==> src/rtl/sram_port_arbiter_pkg.sv <==
// Shared encodings for the SRAM port arbiter: FSM states, owner IDs, field widths.
package sram_port_arbiter_pkg;

   localparam int unsigned WEN_W   = 4;
   localparam int unsigned STATE_W = 2;

   // Arbiter transaction FSM: at most one transaction outstanding on the shared port.
   typedef enum logic [STATE_W-1:0] {
      ST_IDLE = 2'd0,
      ST_ADDR = 2'd1,
      ST_WAIT = 2'd2
   } state_e;

   // Requester identity, used both for the current owner and for round-robin history.
   typedef enum logic {
      OWN_INST = 1'b0,
      OWN_DATA = 1'b1
   } owner_e;

endpackage

==> src/rtl/sram_port_arbiter_if.sv <==
// Bundle of fetch, load/store and shared-SRAM handshake signals around the arbiter.
interface sram_port_arbiter_if
   import sram_port_arbiter_pkg::*;
#(
   parameter int unsigned DW = 32
);

   // Instruction fetch side
   logic             inst_req;
   logic [DW-1:0]    inst_addr;
   logic             inst_addr_ok;
   logic             inst_data_ok;
   logic [DW-1:0]    inst_rdata;

   // Load/store side
   logic             data_req;
   logic [WEN_W-1:0] data_wen;
   logic [DW-1:0]    data_addr;
   logic [DW-1:0]    data_wdata;
   logic             data_addr_ok;
   logic             data_data_ok;
   logic [DW-1:0]    data_rdata;

   // Shared SRAM-like port
   logic             mem_req;
   logic [WEN_W-1:0] mem_wen;
   logic [DW-1:0]    mem_addr;
   logic [DW-1:0]    mem_wdata;
   logic             mem_addr_ok;
   logic             mem_data_ok;
   logic [DW-1:0]    mem_rdata;

   // Pipeline stall request
   logic             stall_req;

   // Arbiter view
   modport slave (
      input  inst_req, inst_addr,
      output inst_addr_ok, inst_data_ok, inst_rdata,
      input  data_req, data_wen, data_addr, data_wdata,
      output data_addr_ok, data_data_ok, data_rdata,
      output mem_req, mem_wen, mem_addr, mem_wdata,
      input  mem_addr_ok, mem_data_ok, mem_rdata,
      output stall_req
   );

   // Environment view: requesters, SRAM and stall controller
   modport master (
      output inst_req, inst_addr,
      input  inst_addr_ok, inst_data_ok, inst_rdata,
      output data_req, data_wen, data_addr, data_wdata,
      input  data_addr_ok, data_data_ok, data_rdata,
      input  mem_req, mem_wen, mem_addr, mem_wdata,
      output mem_addr_ok, mem_data_ok, mem_rdata,
      input  stall_req
   );

endinterface

==> src/rtl/sram_port_arbiter_rr_arb2.sv <==
// Two-requester round-robin pick: a lone requester wins, a tie goes to whoever was not served last.
module rr_arb2
   import sram_port_arbiter_pkg::*;
(
   input  logic   inst_req,
   input  logic   data_req,
   input  owner_e last_owner,
   output logic   gnt_valid_c,
   output owner_e gnt_owner_c
);

   // Grant decode
   always_comb begin
      gnt_valid_c = inst_req | data_req;
      gnt_owner_c = OWN_INST;
      if (inst_req && data_req) begin
         if (last_owner == OWN_INST) begin
            gnt_owner_c = OWN_DATA;
         end else begin
            gnt_owner_c = OWN_INST;
         end
      end else if (data_req) begin
         gnt_owner_c = OWN_DATA;
      end
   end

endmodule

==> src/rtl/sram_port_arbiter.sv <==
// Arbitrates instruction fetch and load/store requests onto one SRAM-like port,
// one transaction outstanding at a time, with round-robin on simultaneous requests.
module sram_port_arbiter
   import sram_port_arbiter_pkg::*;
#(
   parameter int unsigned DW = 32
)(
   input  logic               clk,
   input  logic               rst,
   sram_port_arbiter_if.slave bus
);

   state_e           state_q;
   owner_e           last_owner_q;
   owner_e           owner_q;
   logic [DW-1:0]    addr_q;
   logic [WEN_W-1:0] wen_q;
   logic [DW-1:0]    wdata_q;

   logic             gnt_valid;
   owner_e           gnt_owner;
   logic             grant_c;
   logic             complete_c;
   logic             is_read_c;

   rr_arb2 u_rr_arb2 (
      .inst_req    (bus.inst_req),
      .data_req    (bus.data_req),
      .last_owner  (last_owner_q),
      .gnt_valid_c (gnt_valid),
      .gnt_owner_c (gnt_owner)
   );

   // Transaction events for this cycle: a new grant out of IDLE, or completion from ADDR/WAIT
   always_comb begin
      grant_c    = 1'b0;
      complete_c = 1'b0;
      case (state_q)
         ST_IDLE: grant_c    = gnt_valid;
         ST_ADDR: complete_c = bus.mem_addr_ok & bus.mem_data_ok;
         ST_WAIT: complete_c = bus.mem_data_ok;
         default: begin
            grant_c    = 1'b0;
            complete_c = 1'b0;
         end
      endcase
   end

   assign is_read_c = (wen_q == WEN_W'(0));

   // FSM and captured request; requester inputs are only sampled on the grant edge
   always_ff @(posedge clk) begin
      if (rst) begin
         state_q      <= ST_IDLE;
         last_owner_q <= OWN_INST;
         owner_q      <= OWN_INST;
         addr_q       <= '0;
         wen_q        <= '0;
         wdata_q      <= '0;
      end else begin
         case (state_q)
            ST_IDLE: begin
               if (gnt_valid) begin
                  state_q <= ST_ADDR;
                  owner_q <= gnt_owner;
                  if (gnt_owner == OWN_DATA) begin
                     addr_q  <= bus.data_addr;
                     wen_q   <= bus.data_wen;
                     wdata_q <= bus.data_wdata;
                  end else begin
                     addr_q  <= bus.inst_addr;
                     wen_q   <= '0;
                     wdata_q <= '0;
                  end
               end
            end
            ST_ADDR: begin
               if (complete_c) begin
                  state_q      <= ST_IDLE;
                  last_owner_q <= owner_q;
               end else if (bus.mem_addr_ok) begin
                  state_q <= ST_WAIT;
               end
            end
            ST_WAIT: begin
               if (complete_c) begin
                  state_q      <= ST_IDLE;
                  last_owner_q <= owner_q;
               end
            end
            default: state_q <= ST_IDLE;
         endcase
      end
   end

   // Address handshake back to the requesters; only the granted side sees addr_ok
   assign bus.inst_addr_ok = ~rst & grant_c & (gnt_owner == OWN_INST);
   assign bus.data_addr_ok = ~rst & grant_c & (gnt_owner == OWN_DATA);

   // Completion goes to the owner in the same cycle as mem_data_ok; rdata is zero unless a read completes
   assign bus.inst_data_ok = ~rst & complete_c & (owner_q == OWN_INST);
   assign bus.data_data_ok = ~rst & complete_c & (owner_q == OWN_DATA);
   assign bus.inst_rdata   = (bus.inst_data_ok && is_read_c) ? bus.mem_rdata : '0;
   assign bus.data_rdata   = (bus.data_data_ok && is_read_c) ? bus.mem_rdata : '0;

   // Shared port: request only in ADDR, fields always reflect the captured transaction
   assign bus.mem_req   = ~rst & (state_q == ST_ADDR);
   assign bus.mem_wen   = wen_q;
   assign bus.mem_addr  = addr_q;
   assign bus.mem_wdata = wdata_q;

   // Stall while a request waits in IDLE or a transaction is in flight and not finishing now
   assign bus.stall_req = ~rst & (((state_q == ST_IDLE) & (bus.inst_req | bus.data_req)) |
                                  ((state_q != ST_IDLE) & ~complete_c));

endmodule

==> src/flat_wrapper.sv <==
// flat-port wrapper written by rule: the top's interface ports become plain ports
module sram_port_arbiter_flat import sram_port_arbiter_pkg::*;
#(
   parameter int unsigned DW = 32
)
  (clk, rst, bus_inst_req, bus_inst_addr, bus_inst_addr_ok, bus_inst_data_ok, bus_inst_rdata, bus_data_req, bus_data_wen, bus_data_addr, bus_data_wdata, bus_data_addr_ok, bus_data_data_ok, bus_data_rdata, bus_mem_req, bus_mem_wen, bus_mem_addr, bus_mem_wdata, bus_mem_addr_ok, bus_mem_data_ok, bus_mem_rdata, bus_stall_req);
  sram_port_arbiter_if #(.DW(DW)) bus_i ();
  input  logic clk;
  input  logic rst;
  input wire logic [$bits(bus_i.inst_req)-1:0] bus_inst_req;
  input wire logic [$bits(bus_i.inst_addr)-1:0] bus_inst_addr;
  output wire logic [$bits(bus_i.inst_addr_ok)-1:0] bus_inst_addr_ok;
  output wire logic [$bits(bus_i.inst_data_ok)-1:0] bus_inst_data_ok;
  output wire logic [$bits(bus_i.inst_rdata)-1:0] bus_inst_rdata;
  input wire logic [$bits(bus_i.data_req)-1:0] bus_data_req;
  input wire logic [$bits(bus_i.data_wen)-1:0] bus_data_wen;
  input wire logic [$bits(bus_i.data_addr)-1:0] bus_data_addr;
  input wire logic [$bits(bus_i.data_wdata)-1:0] bus_data_wdata;
  output wire logic [$bits(bus_i.data_addr_ok)-1:0] bus_data_addr_ok;
  output wire logic [$bits(bus_i.data_data_ok)-1:0] bus_data_data_ok;
  output wire logic [$bits(bus_i.data_rdata)-1:0] bus_data_rdata;
  output wire logic [$bits(bus_i.mem_req)-1:0] bus_mem_req;
  output wire logic [$bits(bus_i.mem_wen)-1:0] bus_mem_wen;
  output wire logic [$bits(bus_i.mem_addr)-1:0] bus_mem_addr;
  output wire logic [$bits(bus_i.mem_wdata)-1:0] bus_mem_wdata;
  input wire logic [$bits(bus_i.mem_addr_ok)-1:0] bus_mem_addr_ok;
  input wire logic [$bits(bus_i.mem_data_ok)-1:0] bus_mem_data_ok;
  input wire logic [$bits(bus_i.mem_rdata)-1:0] bus_mem_rdata;
  output wire logic [$bits(bus_i.stall_req)-1:0] bus_stall_req;
  assign bus_i.inst_req = bus_inst_req;
  assign bus_i.inst_addr = bus_inst_addr;
  assign bus_inst_addr_ok = bus_i.inst_addr_ok;
  assign bus_inst_data_ok = bus_i.inst_data_ok;
  assign bus_inst_rdata = bus_i.inst_rdata;
  assign bus_i.data_req = bus_data_req;
  assign bus_i.data_wen = bus_data_wen;
  assign bus_i.data_addr = bus_data_addr;
  assign bus_i.data_wdata = bus_data_wdata;
  assign bus_data_addr_ok = bus_i.data_addr_ok;
  assign bus_data_data_ok = bus_i.data_data_ok;
  assign bus_data_rdata = bus_i.data_rdata;
  assign bus_mem_req = bus_i.mem_req;
  assign bus_mem_wen = bus_i.mem_wen;
  assign bus_mem_addr = bus_i.mem_addr;
  assign bus_mem_wdata = bus_i.mem_wdata;
  assign bus_i.mem_addr_ok = bus_mem_addr_ok;
  assign bus_i.mem_data_ok = bus_mem_data_ok;
  assign bus_i.mem_rdata = bus_mem_rdata;
  assign bus_stall_req = bus_i.stall_req;
  sram_port_arbiter #(.DW(DW)) u_core (.clk(clk), .rst(rst), .bus(bus_i));
endmodule
==> config.mk <==
export PLATFORM = sky130hd
export DESIGN_NAME = sram_port_arbiter_flat
export DESIGN_NICKNAME = d
export VERILOG_FILES = /design/src/rtl/sram_port_arbiter_pkg.sv /design/src/rtl/sram_port_arbiter_if.sv /design/src/rtl/sram_port_arbiter_rr_arb2.sv /design/src/rtl/sram_port_arbiter.sv /design/src/flat_wrapper.sv
export SDC_FILE = /design/constraint.sdc
export NUM_CORES = 1
export LEC_CHECK = 0
export CELL_PAD_IN_SITES_DETAIL_PLACEMENT = 0
export CELL_PAD_IN_SITES_GLOBAL_PLACEMENT = 1
export CORE_MARGIN = 1.5
export CORE_UTILIZATION = 20
export DETAILED_ROUTE_END_ITERATION = 10
export PLACE_DENSITY_LB_ADDON = 0.1
export SLEW_MARGIN = 40
export SYNTH_ARGS = -nofsm -noshare
export SYNTH_HDL_FRONTEND = slang
export SYNTH_SLANG_ARGS = --single-unit
==> constraint.sdc <==
create_clock -name clk -period 1.77 [get_ports clk]
set_input_delay 0.2655 -clock clk [delete_from_list [all_inputs] [get_ports clk]]
set_output_delay 0.2655 -clock clk [all_outputs]
set_load 0.005 [all_outputs]
Word-level counts from Yosys, hierarchy flattened
Cells that the tools add are included.
Widths: inputs -> output; s select.
{"block": "op_classes", "eq_ne": 5, "n_mux": 15, "bitwise_logic": 17, "n_reduce_logical": 10}
{"cell": "$mux 32", "count": 4}
{"cell": "$and 1x1->1", "count": 11}
{"cell": "$mux 2", "count": 4}
{"cell": "$pmux 2 s3", "count": 1}
{"cell": "$logic_not 4->1", "count": 1}
{"cell": "$mux 1", "count": 4}
{"cell": "$mux 4", "count": 1}
{"cell": "$ne 2x1->1 const B", "count": 2}
{"cell": "$not 1->1", "count": 4}
{"cell": "$reduce_and 2->1", "count": 2}
{"cell": "$logic_and 1x1->1", "count": 3}
{"cell": "$ne 3x2->1 const B", "count": 1}
{"cell": "$reduce_and 3->1", "count": 1}
{"cell": "$eq 2x1->1 const B", "count": 1}
{"cell": "$eq 2x2->1 const B", "count": 1}
{"cell": "$logic_not 2->1", "count": 1}
{"cell": "$or 1x1->1", "count": 2}
{"cell": "$pmux 1 s2", "count": 1}
{"cell": "$reduce_bool 2->1", "count": 1}
{"cell": "$reduce_or 2->1", "count": 1}
{"block": "word_totals", "regBits": 72, "inputBits": 138, "out_inout_bits": 138, "elab_cells": 53}

Logic depth before layout (Yosys ltp)
Gate-level depths: netlist (run 1).
{"block": "logic_depth", "word_depth": 6, "depth_mapped": 7, "ltp_nobuf": 5}

Hierarchy
From an unflattened synthesis (run 1), not the netlist that was laid out.
{"block": "unflattened", "hier_cells": 382, "hier_area_um2": 3530.9}
{"mod": "sram_port_arbiter", "instances": 1, "cells_per_inst": 380, "area_each_um2": 3517.1}
{"mod": "rr_arb2", "instances": 1, "cells_per_inst": 2, "area_each_um2": 13.8}

Worst setup path after synthesis (run 1)
OpenSTA, ideal clock, no wires.
{"block": "synth_path", "path_kind": "register to output", "from": "reg u_core.state_q[0]", "to": "out bus_data_rdata[11]", "t_arrival_ns": 1.632, "t_required_ns": 1.505, "slack_ns": -0.127, "path_stages_with_launch": 7, "path_buffers": 1, "path_cell_list": "dfxtp_1 -> inv_1 -> ha_1 -> nand3b_1 -> nor4b_4 -> clkbuf_2 -> and2_2"}
{"block": "synth_between", "elab_chain_len": 6, "elab_cells_between_ends": 7, "cone_classes": "eq/ne: 2; mux: 2; bitwise: 2; reduce/logical: 1"}
{"item": "from (decl)", "line_no": "sram_port_arbiter.sv:13", "rtl": "state_e state_q;"}
{"item": "from (signal assigned)", "line_no": "sram_port_arbiter.sv:54", "rtl": "state_q <= ST_IDLE;"}
{"item": "from (signal assigned)", "line_no": "sram_port_arbiter.sv:64", "rtl": "state_q <= ST_ADDR;"}
{"item": "from (signal assigned)", "line_no": "sram_port_arbiter.sv:79", "rtl": "state_q <= ST_IDLE;"}
{"item": "$eq 2x2->1 or $eq 2x1->1 (tied branches)", "line_no": "sram_port_arbiter.sv:38", "rtl": "case (state_q)"}
{"item": "$pmux 1 s2 (*)", "line_no": "sram_port_arbiter.sv:38"}
{"item": "$and 1x1->1 (*) (2 in a row)", "line_no": "sram_port_arbiter.sv:102", "rtl": "assign bus.data_data_ok = ~rst & complete_c & (owner_q == OWN_DATA);"}
{"item": "$logic_and 1x1->1 (*)", "line_no": "sram_port_arbiter.sv:104", "rtl": "assign bus.data_rdata = (bus.data_data_ok && is_read_c) ? bus.mem_rdata : '0;"}
{"item": "$mux 32 (*)", "line_no": "sram_port_arbiter.sv:104"}
{"item": "to (decl)", "line_no": "flat_wrapper.sv:21", "rtl": "output wire logic [$bits(bus_i.data_rdata)-1:0] bus_data_rdata;"}
Mark *: on every way between the ends. The rest lies on a longest branch, timed or not.

Worst setup path after layout (run 1)
{"block": "layout_path", "from": "reg u_core.wen_q[0], in the netlist u_core.bus.mem_wen[0]", "to": "out bus_data_rdata[3]"}
{"block": "layout_between", "elab_chain_len": 3}
{"item": "from (decl)", "line_no": "sram_port_arbiter.sv:17", "rtl": "logic [WEN_W-1:0] wen_q;"}
{"item": "from (signal assigned)", "line_no": "sram_port_arbiter.sv:68", "rtl": "wen_q <= bus.data_wen;"}
{"item": "$logic_not 4->1", "line_no": "sram_port_arbiter.sv:49", "rtl": "assign is_read_c = (wen_q == WEN_W'(0));"}
{"item": "$logic_and 1x1->1", "line_no": "sram_port_arbiter.sv:104"}
{"item": "$mux 32", "line_no": "sram_port_arbiter.sv:104"}
Every way passes these cells.

==> results of run 1 <==
==> metrics by stage <==
step,utilization [%],setup WS [ps],instance area (sq um)
final,45.5,-632,7280
after global routing,45.5,-730,7280
after CTS,45.2,-710,7240
after detailed placement,40.4,-706,6460
after global placement,40.4,-630,6460
after floorplan,-,-35.7,3320
==> flip-flops by register name, summed over array words and instances (netlist names) <==
name	cells
u_core.bus.mem_wen	4
u_core.owner_q	1
u_core.last_owner_q	1
u_core.state_q	2
u_core.bus.mem_wdata	32
u_core.bus.mem_addr	32
==> worst max path at each step <==
| stage | from | endpoint |
|---|---|---|
| after global placement | bus_mem_data_ok | bus_data_rdata[10] |
| after CTS | u_core.state_q[0] | bus_data_rdata[4] |
| after floorplan | u_core.bus.mem_wen[0] | bus_data_rdata[11] |
| final | u_core.bus.mem_wen[0] | bus_data_rdata[3] |
| after global routing | u_core.state_q[0] | bus_data_rdata[3] |
| after detailed placement | bus_mem_addr_ok | bus_data_rdata[21] |
==> cell usage in the layout (no fill, tap or decap), types with 5 or more instances in the layout <==
cell	instances
a211oi_1	33
a22o_1	35
and2_1	15
and2_4	49
buf_12	5
buf_2	21
buf_4	30
buf_6	63
clkbuf_16	9
clkdlybuf4s50_1	202
dfxtp_1	69
mux2i_1	33
nor2_1	32
==> kinds of logic after synthesis <==
kind of cell / Yosys count
AOI/OAI and AO/OA: 79
adders and majority gates: 4
muxes: 33
and+or+nand+nor: 115
buffers and inverters: 31
DFF: 72
==> final cells by class <==
cell class,count,area (sq um)
antenna,1,2.50
clock buffer,9,225
clock inverter,7,103
fill,1538,8720
inverter,3,11.3
multi-input combinational,231,1900
sequential,72,1450
tap,216,270
timing repair buffer,330,3320
==> routing by layer <==
metal | global-route usage (%) | wire, um | vias up
met5 | 0 | 0 | -
met4 | 6.23 | 282 | 0
met3 | 5.25 | 1090 | 17
met2 | 28.1 | 7030 | 175
met1 | 17.3 | 5430 | 1639
li1 | - | - | 1830
==> power groups by stage <==
stage / combinational, mW / clock, mW / sequential, mW
6_report: 2.84 / 1.99 / 2.20
5_1_grt: 3.10 / 2.13 / 2.25
4_1_cts: 2.83 / 2.06 / 2.21
3_5_place_dp: 2.64 / 0 / 2.23
3_3_place_gp: 2.64 / 0 / 2.22
2_1_floorplan: 1.05 / 0 / 2.26
==> timing repair <==
item / 4_1_cts / 5_1_grt
hold endpoints to repair: 0 / 0
gates resized for setup: 396 / 15
setup endpoints to repair: 70 / 79
pin swaps: 59 / 4
setup buffers: 22 / 5
gates cloned: 5 / 0
==> metrics.txt, run 1 <==
Adder-Cell Fraction of Synth Area=1.52%; Max IR drop VDD=492 uV; synth cell count leaders=dfxtp_1, and2_1, a22o_1; status=complete, but fails checks; critical path's slowest cell=or4_4; Layout Nets=789; fraction of registers with async set/reset=0%; overall routed net length=13,800 um; CP Capture Type=output pin; via count=3,661; register clock-pin slew on the reported worst setup and hold paths=60 ps; sequential group share of total power=31.3%; top-count cell post-synth=dfxtp_1; Clock Power Share=28.3%; switching share of power=29.7%; H-tree depth=3; Final Hold Viols=0; Switch Pwr=2.09 mW; FP Rows=46; synth top area cells=dfxtp_1, mux2i_1, a22o_1; Layout Skew=10.8 ps; placed insts=824; clock latency on the worst-skew pair=340 ps; core area=16,000 sq um; Worst Hold Class=reg -> reg; CTS Buf Count=9; fin worst setup slack=-632 ps; worst path bufs/invs=4; most common flop cell mapped by yosys=dfxtp_1; Root Buffer=clkbuf_16; largest family of logic cells by synthesized area=simple AND/OR/NAND/NOR gates; maxcap violations=0; Port Buf Inserts=275; Die Ht=131 um; min-delay src=u_core.bus.mem_wdata[8]; Initial Util=20.6%; critical path class=reg -> out; Worst Max-Slew Pin Slew=464 ps; setup TNS=-37,850 ps; critical-path maximum fanout=4; Routed WL per cell=15.9 um; R2R Path End=u_core.last_owner_q; clock buffer depth=2; drt initial violations=104; largest net degree at the start of global routing=42; r2r setup slk=-10 ps; synth-to-layout area growth=121%; Avg Synthesized Cell Area=9.87 sq um; synthesized cell area=3300 sq um; clk sink count=72; internal power of the cells=4.95 mW; Yosys reg bits=72; worst rel slew slack=69.1%; width of the die=131 um; first-pass GRT wire length=21,200 um; Pwr Density=967 nW/um^2; top-level port count=276; Hold EP=u_core.bus.mem_wdata[8]; Leakage=3.09 nW; Required @ worst endpoint=1500 ps; Yosys warnings=0; GP Congestion=0.871; Post-synth EDFFs=0; initial antenna violation count=1; vias in the first global route=3,672; Synth cell types=35; Worst path max stage delay=550 ps; fmax=416 MHz; Tot Pwr=7.04 mW; RSZ-0062 raised after global routing=true; GRT Resource Usage Total=15.8%; Startpoint Class=flop; compound-cell area share of the yosys netlist=19.2%; Combinational Power Share=40.4%; Antenna Violating Nets Remaining=0; Arrival @ worst endpoint=2140 ps; Final Critical Period=2400 ps; Hold Slack=473 ps; Worst path most repeated cell=buf_6; worst reg2reg startpoint=u_core.state_q[0]; xor and xnor area share after synthesis=0%; Post-Syn Instances=334; delay-heaviest family, CP=simple AND/OR/NAND/NOR gates; CTS tree=done; share of cells above drive strength 1=32.7%; WP depth=7; Final Slew Violations=0; GRT Residual Overflow=0; setup violators final=68; violated checks=negative setup slack; hold-fix buffer count after cts=0; Post-Synth Simple-Gate Area=21.4%; DR vias/cell=4.21; Syn Nets=476; die area=17,300 sq um; mux share of post-synthesis cell area=10.0%; reg2reg path depth=9; hold path cells=1; sequential share of the synthesized area=43.7%; DRC viols=0; Post-Layout Cell Count=869; post-synth top area cell=dfxtp_1; top-area cell type share of the netlist area=43.7%; dpl hpwl=9960 um; Critical Path, Cell by Cell=or4_4 -> nor4b_4 -> buf_4 -> buf_6 -> buf_6 -> and2_4 -> buf_6; Final Cycle Share=136%; Pre-Repair DR Iteration Count=4
Power figures use the tool's default switching activity.
==> run 2: changes to the inputs <==
--- a/config.mk
+++ b/config.mk
@@ -5,12 +5,10 @@
 export SDC_FILE = /design/constraint.sdc
 export NUM_CORES = 1
 export LEC_CHECK = 0
-export CELL_PAD_IN_SITES_DETAIL_PLACEMENT = 0
-export CELL_PAD_IN_SITES_GLOBAL_PLACEMENT = 1
 export CORE_MARGIN = 1.5
-export CORE_UTILIZATION = 20
+export CORE_UTILIZATION = 29
 export DETAILED_ROUTE_END_ITERATION = 10
-export PLACE_DENSITY_LB_ADDON = 0.1
+export PLACE_DENSITY = 0.77
 export SLEW_MARGIN = 40
 export SYNTH_ARGS = -nofsm -noshare
 export SYNTH_HDL_FRONTEND = slang
==> constraint.sdc (replaced) <==
create_clock -name clk -period 2.2 [get_ports clk]
set_input_delay 0.33 -clock clk [delete_from_list [all_inputs] [get_ports clk]]
set_output_delay 0.33 -clock clk [all_outputs]
set_load 0.005 [all_outputs]
==> run 2 against run 1 <==
  * The flow still finishes with violations (negative setup slack)
  * Sequential share of layout area rose by 0.075 points
  * Global-route usage rose by 5.8 points
  * Via count rose by 4.1%
  * Design area fell by 0.29%
  * Flip-flop and latch count did not move
  * Combinational power fell by 23%
  * Clock power fell by 20%
  * Non-clock buffer count fell by 1
  * Final cell count fell by 8.3%
  * Die area fell by 30%
  * Setup slack improved by 280 ps
  * Sequential power fell by 19%
==> metrics.txt, run 2 (synthesis gave the netlist of run 1 again) <==
DR vias/cell=4.78; Startpoint Class=flop; violated checks=negative setup slack; H-tree depth=3; top-level port count=276; delay-heaviest family, CP=simple AND/OR/NAND/NOR gates; vias in the first global route=3,869; FP Rows=38; placed insts=743; Pre-Repair DR Iteration Count=4; Final Slew Violations=0; critical path class=reg -> out; first-pass GRT wire length=19,600 um; Initial Util=30.0%; register clock-pin slew on the reported worst setup and hold paths=60 ps; fin worst setup slack=-351 ps; status=complete, but fails checks; Worst path most repeated cell=buf_6; Port Buf Inserts=275; via count=3,810; initial antenna violation count=6; Final Critical Period=2550 ps; CTS tree=done; GRT Resource Usage Total=21.6%; worst path bufs/invs=5; fmax=392 MHz; Final Hold Viols=0; Worst Hold Class=reg -> reg; dpl hpwl=9980 um; CP Capture Type=output pin; width of the die=110 um; Routed WL per cell=17.8 um; clock buffer depth=2; maxcap violations=0; Die Ht=110 um; largest net degree at the start of global routing=42; overall routed net length=14,200 um; Leakage=3.12 nW; Critical Path, Cell by Cell=or4_4 -> nor4b_4 -> buf_4 -> clkbuf_16 -> buf_12 -> buf_6 -> and2_4 -> buf_6; clock latency on the worst-skew pair=330 ps; most frequent cells in the layout=clkdlybuf4s50_1, buf_6, dfxtp_1; Final Cycle Share=116%; DRC viols=0; critical path's slowest cell=or4_4; Layout Nets=788; Worst Max-Slew Pin Slew=520 ps; Root Buffer=clkbuf_16; hold-fix buffer count after cts=0; GRT Residual Overflow=0; setup violators final=64; Antenna Violating Nets Remaining=0; Worst path max stage delay=570 ps; Util after Layout=66.1%; RSZ-0062 raised after global routing=true; Required @ worst endpoint=1870 ps; die area=12,000 sq um; share of cells above drive strength 1=33.2%; GP Congestion=0.865; core area=11,000 sq um; clk sink count=72; Arrival @ worst endpoint=2220 ps; Max IR drop VDD=478 uV; drt initial violations=174; Pwr Density=766 nW/um^2; Layout Skew=8.51 ps; setup TNS=-14,750 ps; worst rel slew slack=65.3%; CTS Buf Count=9; commonest non-fill, non-tap cell in the layout=clkdlybuf4s50_1; critical-path maximum fanout=5; synth-to-layout area growth=120%; Post-Layout Cell Count=797
## run 2: per-layer routing
layer	global-route usage, %	vias up	wire length [um]
li1	-	1830	-
met1	19.3	1767	4710
met2	42.7	182	7860
met3	6.05	31	1030
met4	12.2	0	583
met5	0	-	0
## run 2: worst paths after layout
| check | startpoint | to | slack, ps | depth (start not counted) |
|---|---|---|---|---|
| worst max-delay path | u_core.bus.mem_wen[0] | bus_data_rdata[20] | -350 | 8 |
| worst min-delay path | u_core.bus.mem_wdata[11] | u_core.bus.mem_wdata[11] | 470 | 1 |
| worst min register to register | u_core.bus.mem_wdata[11] | u_core.bus.mem_wdata[11] | 470 | 1 |
| worst max register to register | u_core.state_q[1] | u_core.bus.mem_addr[7] | 450 | 7 |
## run 2: per-stage QoR
| stage | total power [mW] | hold WS (ps) | instance area (sq um) | setup WS (ps) |
|---|---|---|---|---|
| after detailed placement | 3.80 | 456 | 6300 | -498 |
| after global placement | 3.74 | 455 | 6300 | -433 |
| after global routing | 5.88 | 487 | 7260 | -404 |
| after CTS | 5.54 | 474 | 6840 | -396 |
| final | 5.56 | 469 | 7260 | -351 |
| after floorplan | 2.63 | 451 | 3300 | 238 |
## run 2: layout make-up
type	instances	area [sq um]
fillers	829	3720
multi-input cells	231	1890
clock buffers	10	239
diodes	6	15.0
clock inverters	6	90.1
repair buffers	329	3390
flip-flops and latches	72	1450
well taps	140	175
inverters	3	13.8
## run 2: report_power, final
group | internal (mW) | switching [mW] | total [mW]
logic | 1.30 | 0.887 | 2.19
registers | 1.62 | 0.170 | 1.79
clock network | 1.03 | 0.561 | 1.59
## run 2: repair_timing
| action | CTS | global route |
|---|---|---|
| cloned | 4 | 2 |
| pin swaps | 24 | 19 |
| gates resized for setup | 307 | 117 |
| setup buffers | 21 | 9 |
| setup endpoints to repair | 69 | 69 |
| hold endpoints to repair | 0 | 0 |
